==> config.mk <==
export PLATFORM = sky130hd
export DESIGN_NAME = vga_mode_scheduler
export DESIGN_NICKNAME = d
export VERILOG_FILES = /design/src/rtl/vga_mode_scheduler.sv
export SDC_FILE = /design/constraint.sdc
export NUM_CORES = 1
export LEC_CHECK = 0
export BUFFER_PORTS_ARGS = -buffer_cell sky130_fd_sc_hd__buf_4
export CAP_MARGIN = 10
export CORE_ASPECT_RATIO = 1.2
export CORE_MARGIN = 5
export CORE_UTILIZATION = 25
export DETAILED_ROUTE_END_ITERATION = 8
export GPL_ROUTABILITY_DRIVEN = 0
export HOLD_SLACK_MARGIN = 0.05
export PLACE_DENSITY = 0.51
export SLEW_MARGIN = 10
export SYNTH_ARGS = -nofsm -noshare
export SYNTH_HDL_FRONTEND = slang
export SYNTH_SLANG_ARGS = --single-unit
==> constraint.sdc <==
create_clock -name Clk -period 4.96 [get_ports Clk]
set_input_delay 0.496 -clock Clk [delete_from_list [all_inputs] [get_ports Clk]]
set_output_delay 0.496 -clock Clk [all_outputs]
set_load 0.02 [all_outputs]
==> src/rtl/vga_mode_scheduler.sv <==
// rtl/vga_mode_scheduler.sv - VGA timing generator with frame-boundary mode switching
// Optional FRAME_CNT_EN adds a 16-bit completed-frame counter output.
module vga_mode_scheduler #(
    parameter int         CNT_WIDTH    = 11,
    parameter logic [1:0] DEFAULT_MODE = 2'd0
) (
    input  logic                 Clk,
    input  logic                 Rst,
    input  logic                 Cfg_valid,
    input  logic [1:0]           Cfg_mode,
    output logic                 Cfg_ready,
    output logic                 Hsync,
    output logic                 Vsync,
    output logic [CNT_WIDTH-1:0] Hcount,
    output logic [CNT_WIDTH-1:0] Vcount,
    output logic                 Video_on,
    output logic                 Frame_start,
`ifdef FRAME_CNT_EN
    output logic [15:0]          Frame_count,
`endif
    output logic [1:0]           Mode_active
);

    localparam int H_TOT  [4] = '{800, 1056, 1344, 1688};
    localparam int H_SYNC [4] = '{96, 128, 136, 112};
    localparam int H_BP   [4] = '{48, 88, 160, 248};
    localparam int H_VIS  [4] = '{640, 800, 1024, 1280};
    localparam int V_TOT  [4] = '{525, 628, 806, 1066};
    localparam int V_SYNC [4] = '{2, 4, 6, 3};
    localparam int V_BP   [4] = '{33, 23, 29, 38};
    localparam int V_VIS  [4] = '{480, 600, 768, 1024};

    typedef enum logic {
        RUN     = 1'b0,
        PENDING = 1'b1
    } state_t;

    state_t               state;
    logic                 started;
    logic [1:0]           pend_mode;
    logic [1:0]           mode_q;
    logic [CNT_WIDTH-1:0] h_cnt;
    logic [CNT_WIDTH-1:0] v_cnt;

    logic                 h_last;
    logic                 v_last;
    logic                 frame_end;
    logic [1:0]           mode_nxt;
    logic [CNT_WIDTH-1:0] h_nxt;
    logic [CNT_WIDTH-1:0] v_nxt;
    int                   h_vis_start;
    int                   v_vis_start;

    assign Hcount      = h_cnt;
    assign Vcount      = v_cnt;
    assign Mode_active = mode_q;

    // Sync/video outputs are decoded from the next counter values so they
    // register on the same edge as the counters they describe.
    always_comb begin
        h_last      = (int'(h_cnt) == H_TOT[mode_q] - 1);
        v_last      = (int'(v_cnt) == V_TOT[mode_q] - 1);
        frame_end   = started && h_last && v_last;
        mode_nxt    = (frame_end && state == PENDING) ? pend_mode : mode_q;
        h_nxt       = CNT_WIDTH'(0);
        v_nxt       = CNT_WIDTH'(0);
        if (started) begin
            if (h_last) begin
                h_nxt = CNT_WIDTH'(0);
                v_nxt = v_last ? CNT_WIDTH'(0) : v_cnt + CNT_WIDTH'(1);
            end else begin
                h_nxt = h_cnt + CNT_WIDTH'(1);
                v_nxt = v_cnt;
            end
        end
        h_vis_start = H_SYNC[mode_nxt] + H_BP[mode_nxt];
        v_vis_start = V_SYNC[mode_nxt] + V_BP[mode_nxt];
    end

    always_ff @(posedge Clk or posedge Rst) begin
        if (Rst) begin
            state       <= RUN;
            started     <= 1'b0;
            Cfg_ready   <= 1'b0;
            pend_mode   <= DEFAULT_MODE;
            mode_q      <= DEFAULT_MODE;
            h_cnt       <= '0;
            v_cnt       <= '0;
            Hsync       <= 1'b0;
            Vsync       <= 1'b0;
            Video_on    <= 1'b0;
            Frame_start <= 1'b0;
        end else begin
            started     <= 1'b1;
            h_cnt       <= h_nxt;
            v_cnt       <= v_nxt;
            mode_q      <= mode_nxt;
            Hsync       <= (int'(h_nxt) >= H_SYNC[mode_nxt]);
            Vsync       <= (int'(v_nxt) >= V_SYNC[mode_nxt]);
            Video_on    <= (int'(h_nxt) >= h_vis_start)
                        && (int'(h_nxt) <  h_vis_start + H_VIS[mode_nxt])
                        && (int'(v_nxt) >= v_vis_start)
                        && (int'(v_nxt) <  v_vis_start + V_VIS[mode_nxt]);
            Frame_start <= (h_nxt == '0) && (v_nxt == '0);
            case (state)
                RUN: begin
                    if (Cfg_valid && Cfg_ready) begin
                        pend_mode <= Cfg_mode;
                        state     <= PENDING;
                        Cfg_ready <= 1'b0;
                    end else begin
                        Cfg_ready <= 1'b1;
                    end
                end
                PENDING: begin
                    if (frame_end) begin
                        state     <= RUN;
                        Cfg_ready <= 1'b1;
                    end
                end
                default: begin
                    state     <= RUN;
                    Cfg_ready <= 1'b0;
                end
            endcase
        end
    end

`ifdef FRAME_CNT_EN
    always_ff @(posedge Clk or posedge Rst) begin
        if (Rst) begin
            Frame_count <= 16'd0;
        end else if (frame_end) begin
            Frame_count <= Frame_count + 16'd1;
        end
    end
`endif

endmodule
==> flow_metrics.py <==
metrics = {
    "grt": {
        "grt_pass1_wl_mm": 13.23,
        "grt.total_usage": 0.1228,
        "grt_pass1_vias": 2489,
        "grt_max_degree": 34,
        "antenna_found_initial": 0,
        "overflow": 0,
    },
    "synth": {
        "synthCells": 319,
        "synth-async-reset-ratio": 1.000,
        "synth.distinct_cells": 53,
        "ys_seq_area_frac": 0.2795,
        "yosysTopAreaCell": "dfrtp_1",
        "yosys-top-cells-area": "dfrtp_1 28%, ha_1 21%, xor2_1 5.0%, xnor2_1 3.9%, nor2_1 3.4%",
        "yosysWarningCount": 0,
        "ys_ff_latch": 33,
        "syn_area_um2": 2954,
        "synth_ff_type": "dfrtp_1",
        "yosys.area.top_type_share": 0.2795,
        "syn_avg_cell_area_um2": 9.260,
        "synth_enable_flop_cells": 0,
    },
    "sta": {
        "drv_slew": 0,
        "worst_pin_slew_ns": 0.5501,
        "relSlewSlack": 0.6316,
        "fin_skew_ns": 0.003578,
        "max_freq_mhz": 215.4,
        "finalSetupViolations": 0,
        "rsz0062_at_grt": "false",
        "tns_ns": 0,
        "finalHoldViolCount": 0,
        "setup_ws_ns": 0.3171,
        "period_needed_ns": 4.643,
        "finalCritPeriodShare": 0.9361,
    },
    "routing": {
        "ant_nets": 0,
        "via_count": 2472,
        "drc": 0,
        "drt_pass1_iterations": 4,
        "viasPerCell": 4.700,
        "first_iter_violations": 90,
        "wl_per_cell_um": 15.37,
        "totalWireLength_mm": 8.086,
    },
    "die": {
        "die_x_um": 109.2,
        "rows": 43,
        "pin_count": 34,
        "core-area_um2": 11570,
        "die_area_um2": 14100,
        "die_h_um": 129.1,
        "start_util": 0.2554,
    },
    "setup_path": {
        "path_max_fanout": 5,
        "cp.required_ns": 5.14,
        "startpoint_type": "register",
        "r2r_cells": 22,
        "worst_setup_path_end_kind": "register",
        "timing.rr.end": "Video_on$_DFF_PP0_",
        "worst_r2r_startpoint": "Mode_active[0]$_DFF_PP0_",
        "ff2ff_setup_slack_ns": 0.32,
        "critical_path_arrival_ns": 4.82,
        "setup.worst_path.start": "Mode_active[0]$_DFF_PP0_",
        "critPathKind": "reg -> reg",
    },
    "cts": {
        "htree_num_levels": 2,
        "cts_sinks": 33,
        "numCtsBuffers": 5,
        "clk_pin_slew_worst_paths_ns": 0.06,
        "cts_tree": "yes",
        "hold_buffers": 0,
        "cts_root_buf": "clkbuf_16",
        "clkLatencyLatePin_ns": 0.28,
        "clockBufferDepth": 2,
    },
    "power_and_ir_drop": {
        "clkPwrFrac": 0.496,
        "p_sw_w": 0.0001434,
        "power_density_nw_per_um2": 167.5,
        "p_leak_nw": 1.734,
        "swShare": 0.2345,
        "pwr-share-seq": 0.453,
        "power_frac_comb": 0.051,
        "ir_drop_uv": 121.3,
        "power.internal_w": 0.0004682,
        "finalPower_w": 0.0006117,
    },
    "finish": {
        "final_cell_count_no_fill": 526,
        "fin_nets": 423,
        "drive_gt1_frac": 0.2222,
        "insertedDiodeCount": 0,
        "area_growth_pct": 23.59,
    },
    "hold_path": {
        "hold_class": "in -> async",
    },
    "placement": {
        "post-place-ws_ns": 0.1739,
        "hpwl_mm": 6.615,
        "dpl.cell_count": 518,
        "port_buffers": 33,
    },
    "run": {
        "drv_cap": 0,
    },
    "outcome": {
        "status": "complete, no violations",
    },
}
metrics by stage:
stage	utilization	area, µm²	hold WS (ns)
6_report	0.3156	3651	0.3110
5_1_grt	0.3156	3651	0.3553
4_1_cts	0.3126	3616	0.3331
3_5_place_dp	0.3006	3477	0.5106
3_3_place_gp	0.3006	3477	0.5124
2_1_floorplan	-	2958	0.4700
synthesized netlist by cell type (3+ instances only):
cell and number:
a21oi_2 3, clkbuf_1 4, nand2b_1 6, nor4_1 6, xnor2_1 13, inv_1 22, and4_1 5, nor2_1 27
mux2i_1 4, nand2_1 21, nand4_1 5, mux2_2 5, buf_2 3, a21o_1 10, nor3_1 7, ha_1 50
nand3b_1 3, xor2_1 17, nand3_1 16, o21ai_0 8, a21oi_1 12, dfrtp_1 33
cell type report:
type / instances / area (µm²)
repair buffers: 50 / 375.4
inverters: 22 / 82.58
clock buffers: 6 / 128.9
flip-flops and latches: 33 / 825.8
fillers: 1200 / 7916
multi-input cells: 256 / 2032
clock inverters: 2 / 10.01
well taps: 157 / 196.4
routing by layer:
metal	wire length, µm	track usage
met5	0	0
met3	292	0.01993
met4	283	0.05869
met1	3458	0.1478
met2	4051	0.2122
timing repair:
item / 4_1_cts / 5_1_grt
setup buffers: 0 / 0
gates resized for setup: 0 / 8
hold endpoints to repair: 0 / 0
endpoints found under the setup margin: 0 / 1
sequential cells by signal (all words and copies together) (netlist names):
| register | cells |
|---|---|
| Cfg_ready | 1 |
| Frame_start | 1 |
| Hcount | 11 |
| Hsync | 1 |
| Mode_active | 2 |
| Vcount | 11 |
| Video_on | 1 |
| Vsync | 1 |
| pend_mode | 2 |
| started | 1 |
| state | 1 |
how the worst max path moves through the flow:
stage | cells after the start | endpoint | slack, ns
after global placement | 22 | Video_on$_DFF_PP0_ | 0.23
after global routing | 22 | Video_on$_DFF_PP0_ | 0.02
final | 22 | Video_on$_DFF_PP0_ | 0.32
after floorplan | 20 | Video_on$_DFF_PP0_ | 0.22
after detailed placement | 22 | Video_on$_DFF_PP0_ | 0.17
after CTS | 22 | Video_on$_DFF_PP0_ | 0.13
power by group through the flow:
| stage | clock network (W) | logic (W) | registers [W] |
|---|---|---|---|
| finish | 0.000304 | 0.0000312 | 0.000277 |
| global route | 0.000321 | 0.0000349 | 0.000278 |
| floorplan | 0 | 0.0000149 | 0.000284 |
| CTS | 0.000312 | 0.0000322 | 0.000277 |
| global placement | 0 | 0.0000322 | 0.000281 |
| detailed placement | 0 | 0.0000321 | 0.000282 |
cells in the final DEF (no fill, tap or decap), types with 2 or more instances in the layout:
cell,netlist,layout
or4_1,2,2
nand3_1,16,15
buf_4,0,50
or3_1,2,2
nor3_1,7,6
conb_1,1,2
mux2i_1,4,4
nand2b_1,6,6
nand2_1,21,21
ha_1,50,48
and3_1,2,2
o211ai_1,2,2
inv_1,22,22
nand3b_1,3,3
ha_2,0,2
mux2_2,5,5
nand4_1,5,5
nor2_1,27,27
and2_1,2,2
nor4_1,6,6
a21oi_2,3,3
a21oi_1,12,12
clkinv_2,0,2
and4_1,5,5
clkbuf_16,0,5
o21ai_0,8,8
xor2_1,17,17
a21o_1,10,10
dfrtp_1,33,33
or2_2,2,2
xnor2_1,13,12
worst max-delay path, cell delays in order, from the launching register on:
cell and delay (ns):
dfrtp_1 0.37, inv_1 0.13, ha_2 0.22, inv_1 0.05, ha_1 0.28, xor2_1 0.14, nand4_1 0.12, a211o_4 0.28
or2_2 0.35, nor3_2 0.21, nand3_2 0.12, mux2_2 0.31, inv_1 0.08, buf_4 0.15, ha_2 0.21, xnor2_2 0.13
ha_1 0.26, and4_1 0.22, a21oi_1 0.16, nand2_1 0.09, a221oi_2 0.29, o221ai_1 0.15, a311oi_1 0.22
kinds of logic (layout without fill, tap and decap cells):
kind of cell | Yosys count | in the layout | synth area share
AO/OA/AOI/OAI | 52 | 52 | 0.1296
XOR/XNOR | 31 | 31 | 0.09445
adder cells (fa/ha/maj) | 50 | 50 | 0.2118
buffers and inverters | 31 | 80 | 0.04574
flip-flops | 33 | 33 | 0.2795
multiplexers | 9 | 9 | 0.03261
other | 1 | 2 | 0.001269
AND/OR/NAND/NOR | 112 | 112 | 0.2050
Note: power is estimated with default switching activity, not from simulation.
